### config.mk
export PLATFORM = sky130hd
export DESIGN_NAME = multi_channel_average
export DESIGN_NICKNAME = d
export VERILOG_FILES = /design/src/rtl/multi_channel_average_pkg.sv /design/src/rtl/multi_channel_average_ave_channel.sv /design/src/rtl/multi_channel_average.sv
export SDC_FILE = /design/constraint.sdc
export NUM_CORES = 1
export LEC_CHECK = 0
export ABC_AREA = 1
export CAP_MARGIN = 20
export CORE_AREA = 2 2 218 435
export CTS_CLUSTER_DIAMETER = 100
export CTS_CLUSTER_SIZE = 40
export DETAILED_ROUTE_END_ITERATION = 10
export DIE_AREA = 0 0 220 437
export MAX_ROUTING_LAYER = met4
export PLACE_DENSITY = 0.53
export SETUP_SLACK_MARGIN = 0.15
export SLEW_MARGIN = 20
export SYNTH_ARGS = -nofsm -noshare
export SYNTH_HDL_FRONTEND = slang
export SYNTH_SLANG_ARGS = --single-unit
### constraint.sdc
create_clock -name clk -period 2.3 [get_ports clk]
set_input_delay 0.69 -clock clk [delete_from_list [all_inputs] [get_ports clk]]
set_output_delay 0.69 -clock clk [all_outputs]
set_load 0.005 [all_outputs]
### src/rtl/multi_channel_average_pkg.sv
// Shared definitions for the multi-channel averager.
//   MODE_BLOCK / MODE_MOVING : values of the MODE parameter
//   acc_width()              : per-channel accumulator width (sample width + log2 window)
package multi_channel_average_pkg;

    localparam int MODE_BLOCK  = 0;
    localparam int MODE_MOVING = 1;

    // Summing 2^ave_w samples of data_w bits never needs more than ave_w extra bits.
    function automatic int acc_width(input int data_w, input int ave_w);
        return data_w + ave_w;
    endfunction

endpackage

### src/rtl/multi_channel_average_ave_channel.sv
// One averaging channel: accumulator, count/pointer, optional sample ring
// (moving mode only) and the rounding/shift output register.
//   clk, rst_n : clock, asynchronous active-low reset
//   clr        : synchronous restart (result register holds)
//   sample, en : input sample and its strobe
//   result     : latest average, held between updates
//   valid      : one-cycle pulse when result updates
module ave_channel
    import multi_channel_average_pkg::*;
#(
    parameter int DATA_W = 32,
    parameter int AVE_W  = 3,
    parameter int MODE   = MODE_BLOCK,
    parameter int SIGNED = 0,
    parameter int ROUND  = 1
) (
    input  logic              clk,
    input  logic              rst_n,
    input  logic              clr,
    input  logic [DATA_W-1:0] sample,
    input  logic              en,
    output logic [DATA_W-1:0] result,
    output logic              valid
);

    localparam int N     = 1 << AVE_W;
    localparam int ACC_W = acc_width(DATA_W, AVE_W);
    localparam logic [ACC_W-1:0] RND_C = (ROUND != 0) ? (ACC_W'(1) << (AVE_W - 1)) : '0;

    logic [ACC_W-1:0]  acc, acc_add, sum_q, rnd;
    logic [ACC_W-1:0]  sample_x, oldest_x;
    logic [DATA_W-1:0] oldest;
    logic [AVE_W-1:0]  ptr;
    logic              full, last, fire, fire_q;

    assign sample_x = (SIGNED != 0) ? {{AVE_W{sample[DATA_W-1]}}, sample} : {{AVE_W{1'b0}}, sample};
    assign oldest_x = (SIGNED != 0) ? {{AVE_W{oldest[DATA_W-1]}}, oldest} : {{AVE_W{1'b0}}, oldest};
    assign last     = (ptr == AVE_W'(N - 1));

    // Block mode: ptr counts samples in the window. Moving mode: ptr is the
    // ring write pointer; while filling it doubles as the fill count.
    always_comb begin
        acc_add = acc + sample_x;
        if (MODE == MODE_MOVING && full)
            acc_add = acc + sample_x - oldest_x;
        fire = en && (last || (MODE == MODE_MOVING && full));
    end

    always_ff @(posedge clk or negedge rst_n) begin
        if (!rst_n) begin
            acc    <= '0;
            ptr    <= '0;
            full   <= 1'b0;
            sum_q  <= '0;
            fire_q <= 1'b0;
        end else if (clr) begin
            acc    <= '0;
            ptr    <= '0;
            full   <= 1'b0;
            sum_q  <= '0;
            fire_q <= 1'b0;
        end else begin
            fire_q <= fire;
            if (en) begin
                ptr   <= ptr + 1'b1;
                sum_q <= acc_add;
                // The completing sample is folded into sum_q, so acc restarts clean.
                acc   <= (MODE == MODE_BLOCK && last) ? '0 : acc_add;
                if (MODE == MODE_MOVING && last)
                    full <= 1'b1;
            end
        end
    end

    generate
        if (MODE == MODE_MOVING) begin : g_buf
            logic [DATA_W-1:0] mem [N];
            // No reset needed: a slot is only read after full is set, i.e. after it was written.
            always_ff @(posedge clk) begin
                if (en && !clr)
                    mem[ptr] <= sample;
            end
            assign oldest = mem[ptr];
        end else begin : g_nobuf
            assign oldest = '0;
        end
    endgenerate

    // Rounding add cannot carry out of ACC_W. After truncation to DATA_W the
    // result bits are identical for logical and arithmetic shift.
    assign rnd = sum_q + RND_C;

    always_ff @(posedge clk or negedge rst_n) begin
        if (!rst_n) begin
            result <= '0;
            valid  <= 1'b0;
        end else if (clr) begin
            valid  <= 1'b0;
        end else begin
            valid <= fire_q;
            if (fire_q)
                result <= DATA_W'(rnd >> AVE_W);
        end
    end

endmodule

### src/rtl/multi_channel_average.sv
// Multi-channel averager top: CH_NUM independent ave_channel instances plus
// flattening of the sample and result buses.
//   clk, rst_n : clock, asynchronous active-low reset
//   clr        : synchronous restart of all channels
//   data_in    : flattened samples, channel k at [k*DATA_W +: DATA_W]
//   data_en    : per-channel sample strobes
//   data_out   : flattened averages, held between updates
//   out_valid  : per-channel one-cycle update pulses
module multi_channel_average
    import multi_channel_average_pkg::*;
#(
    parameter int CH_NUM = 4,
    parameter int DATA_W = 32,
    parameter int AVE_W  = 3,
    parameter int MODE   = MODE_BLOCK,
    parameter int SIGNED = 0,
    parameter int ROUND  = 1
) (
    input  logic                     clk,
    input  logic                     rst_n,
    input  logic                     clr,
    input  logic [CH_NUM*DATA_W-1:0] data_in,
    input  logic [CH_NUM-1:0]        data_en,
    output logic [CH_NUM*DATA_W-1:0] data_out,
    output logic [CH_NUM-1:0]        out_valid
);

    logic [CH_NUM-1:0][DATA_W-1:0] ch_out;
    logic [CH_NUM-1:0]             ch_vld;

    generate
        for (genvar k = 0; k < CH_NUM; k++) begin : g_ch
            ave_channel #(
                .DATA_W (DATA_W),
                .AVE_W  (AVE_W),
                .MODE   (MODE),
                .SIGNED (SIGNED),
                .ROUND  (ROUND)
            ) u_ch (
                .clk    (clk),
                .rst_n  (rst_n),
                .clr    (clr),
                .sample (data_in[k*DATA_W +: DATA_W]),
                .en     (data_en[k]),
                .result (ch_out[k]),
                .valid  (ch_vld[k])
            );
        end
    endgenerate

    assign data_out  = ch_out;
    assign out_valid = ch_vld;

endmodule

==> results.toml <==
[finish]
num-nets-final = 5067
multi_input_area_sq_um = 18270
area.growth.synth_to_final_pct = 45.87
drive_above_1_share_pct = 25.70
register_area_sq_um = 10520
fillers = 9611

[grt]
grt_pass1_wl_mm = 173.6
grt_overflow = 0
grtUsageTotal_pct = 24.70
grt_max_degree = 61
antenna_found_initial = 18
grt_pass1_vias = 30290

[timing]
worst_slack_ns = 0.1340
hold_viol_final = 0
slew_violations = 0
fmax_mhz = 461.7
fin_skew_ns = 0.04802
relSlewSlack_pct = 62.76
setup_viol = 0
whs_ns = 0.4914
rsz0062_at_grt = "yes"
worst_pin_slew_ns = 0.5544
period_needed_ns = 2.166
period_share_pct = 94.17

[clock_tree]
cts_made_buffers = 18
clk_latency_ns = 0.63
cts_sinks = 420
cts_buffer_depth = 3
clk_root_buffer_cell = "clkbuf_16"
cts.clk_slew.worst_paths_ns = 0.14
cts_tree = "built"
htree_levels = 1

[synthesis]
ys_top_cells_by_count = "nand2_1, inv_1, dfrtp_1, nor2_1, o21ai_0"
netlist_area_sq_um = 27690
synth_enable_flop_cells = 0
synth_area_per_cell_sq_um = 6.936
synth_top_area_share_pct = 37.95
synth_top_cell_by_area = "dfrtp_1"
synth_nets = 4272
synth_cells = 3993
ys_seq_area_share_pct = 37.95
ys_async_sr_fraction_pct = 100.0
yosysMostFrequentCell = "nand2_1"
synth-main-ff-cell = "dfrtp_1"
yosysWarnings = 0
ys_seq_elements = 420
synth.distinct_cells = 44
synth.area.top_cells = "dfrtp_1, nand2_1, ha_1, inv_1, o21ai_0"

[floorplanning]
initial_core_util_pct = 29.93
row_count = 158
die-area_sq_um = 96140
io_pins = 267
die_h_um = 437
die_w_um = 220
core_sq_um = 92520

[pwr]
fin_total_pwr_uw = 22940
switching_share_pct = 39.22
p_int_uw = 13940
power_density_nw_per_um2 = 567.8
power_frac_clock_pct = 20.5
p_seq_share_pct = 38.4
leakagePower_uw = 0.02046
vdd_drop_max_mv = 0.7993
switchingPower_uw = 8997
combPwrFrac_pct = 41.0

[routing]
drtAntennaViolNets = 0
wire_per_inst_um = 19.47
vias = 29270
postRouteWirelength_mm = 117.1
viasPerCell = 4.867
drt_iter0_drc = 1417
firstDrtPassIters = 6
drc_errors = 0

[worst_setup_path]
reg2reg_slack_ns = 0.15
required_ns = 2.84
worstPathMaxFanout = 4
crit_arrival_ns = 2.71
timing.rr.start = "g_ch[3].u_ch.acc[0]$_DFFE_PN0P_"
crit_path_max_incr_delay_ns = 0.40
worst_setup_path_start_kind = "input pin"
cp-end-kind = "flip-flop"
cpMaxStageDelayCell = "clkdlybuf4s50_1"
crit_chain = "clkdlybuf4s50_1 > ha_1 > a21oi_1 > o21ai_0 > inv_1 > o21ai_0 > a21oi_2 > nand2_2 > nand2_2 > nand4_1 > nand2_1"
r2r-end = "g_ch[3].u_ch.acc[18]$_DFFE_PN0P_"
rr_worst_depth = 10
path_class = "input pin to flip-flop"

[worst_hold_path]
worstHoldStart = "g_ch[2].u_ch.result[20]$_DFFE_PN0P_"
hold_depth = 2
min_to = "g_ch[2].u_ch.result[20]$_DFFE_PN0P_"
hold_class = "flip-flop to flip-flop"

[placed_design]
hpwl_mm = 94.94
numPortBuffers = 266
gp_congestion = 1.018
dp_slack_ns = -0.8436

[status]
status = "complete, no violations"

[flow_run]
drv_cap = 0
==> power groups by stage <==
stage	Combinational (uW)	Clock, uW	Sequential, uW
after detailed placement	7910	0	8820
final	9410	4710	8810
after global placement	7880	0	8820
after floorplan	3850	0	8600
after global routing	10300	5110	8900
after CTS	8520	4910	8740
==> cell type report <==
| type | instances | share of cell area (%) |
|---|---|---|
| sequential | 420 | 26.03 |
| clock inverter | 10 | 0.4522 |
| timing repair buffer | 861 | 18.88 |
| tap | 1200 | 3.717 |
| antenna | 16 | 0.09911 |
| clock buffer | 20 | 1.211 |
| multi-input combinational | 3016 | 45.23 |
| inverter | 471 | 4.377 |
==> per-stage QoR <==
step	instances	setup TNS (ns)	util, %	area, sq um
floorplan	3993	0	-	27810
global placement	5913	-139.12	39.14	36210
detailed placement	5913	-141.48	39.14	36210
CTS	5981	0	41.38	38280
global route	6013	0	43.66	40390
finish	6014	0	43.66	40400
==> registers in the layout (all words and copies together) (netlist names) <==
name,cells
g_ch.u_ch.valid,4
g_ch.u_ch.sum_q,132
g_ch.u_ch.ptr,12
g_ch.u_ch.fire_q,4
g_ch.u_ch.acc,140
g_ch.u_ch.result,128
==> cell usage in the layout (no fill, tap or decap), types with 24 or more instances in the layout <==
cell,n
a21oi_1,78
a21oi_2,70
a31oi_1,24
buf_12,39
buf_4,545
clkdlybuf4s50_1,56
dfrtp_1,415
dlygate4sd2_1,149
dlymetal6s2s_1,60
ha_1,30
ha_4,109
inv_1,449
nand2_1,1231
nand2_2,150
nand3_1,183
nand3_2,54
nand4_1,93
nor2_1,234
nor2_2,65
nor2_4,25
nor3_1,61
o21ai_0,235
o21ai_1,83
xor2_1,107
==> routing by layer <==
metal	routed length, um	track usage [%]	vias up
li1	-	-	14500
met3	5718	4.384	279
met4	8979	15.84	0
met2	62000	45.84	678
met1	40380	22.83	13810
met5	0	-	-
==> worst max path at each step <==
stage                  from                                 end  slack, ns  depth (start not counted)
2_1_floorplan   data_in[32]  g_ch[1].u_ch.sum_q[24]$_DFFE_PN0P_       0.15                         14
3_3_place_gp   data_in[118]  g_ch[3].u_ch.sum_q[27]$_DFFE_PN0P_      -0.87                         11
3_5_place_dp   data_in[118]  g_ch[3].u_ch.sum_q[27]$_DFFE_PN0P_      -0.84                         11
4_1_cts        data_in[116]  g_ch[3].u_ch.sum_q[27]$_DFFE_PN0P_       0.05                         11
5_1_grt        data_in[124]  g_ch[3].u_ch.sum_q[29]$_DFFE_PN0P_       0.06                         13
6_report        data_in[59]    g_ch[1].u_ch.acc[28]$_DFFE_PN0P_       0.13                         11
==> cell families after synthesis <==
| group | Yosys count | synth area share (%) |
|---|---|---|
| and+or+nand+nor | 2196 | 33.37 |
| buffers and inverters | 557 | 7.640 |
| DFF | 420 | 37.95 |
| AOI/OAI and AO/OA | 559 | 10.73 |
| adders and majority gates | 144 | 6.614 |
| xor gates and xnor gates | 117 | 3.700 |
==> repair_timing <==
action                     4_1_cts  5_1_grt
pin swaps                       57      125
hold buffers                     1        0
buffers inserted                37       17
hold endpoints to repair        22        0
gates resized for setup        407      458
setup endpoints to repair      304      203
gates cloned                     0        0
==> worst max-delay path, delay by kind of cell <==
| family | cells | cell delay [ns] |
|---|---|---|
| buffers and inverters | 2 | 0.48 |
| AO/OA/AOI/OAI | 4 | 0.76 |
| adder cells (fa/ha/maj) | 1 | 0.35 |
| AND/OR/NAND/NOR | 4 | 0.41 |
Power figures use the tool's default switching activity.
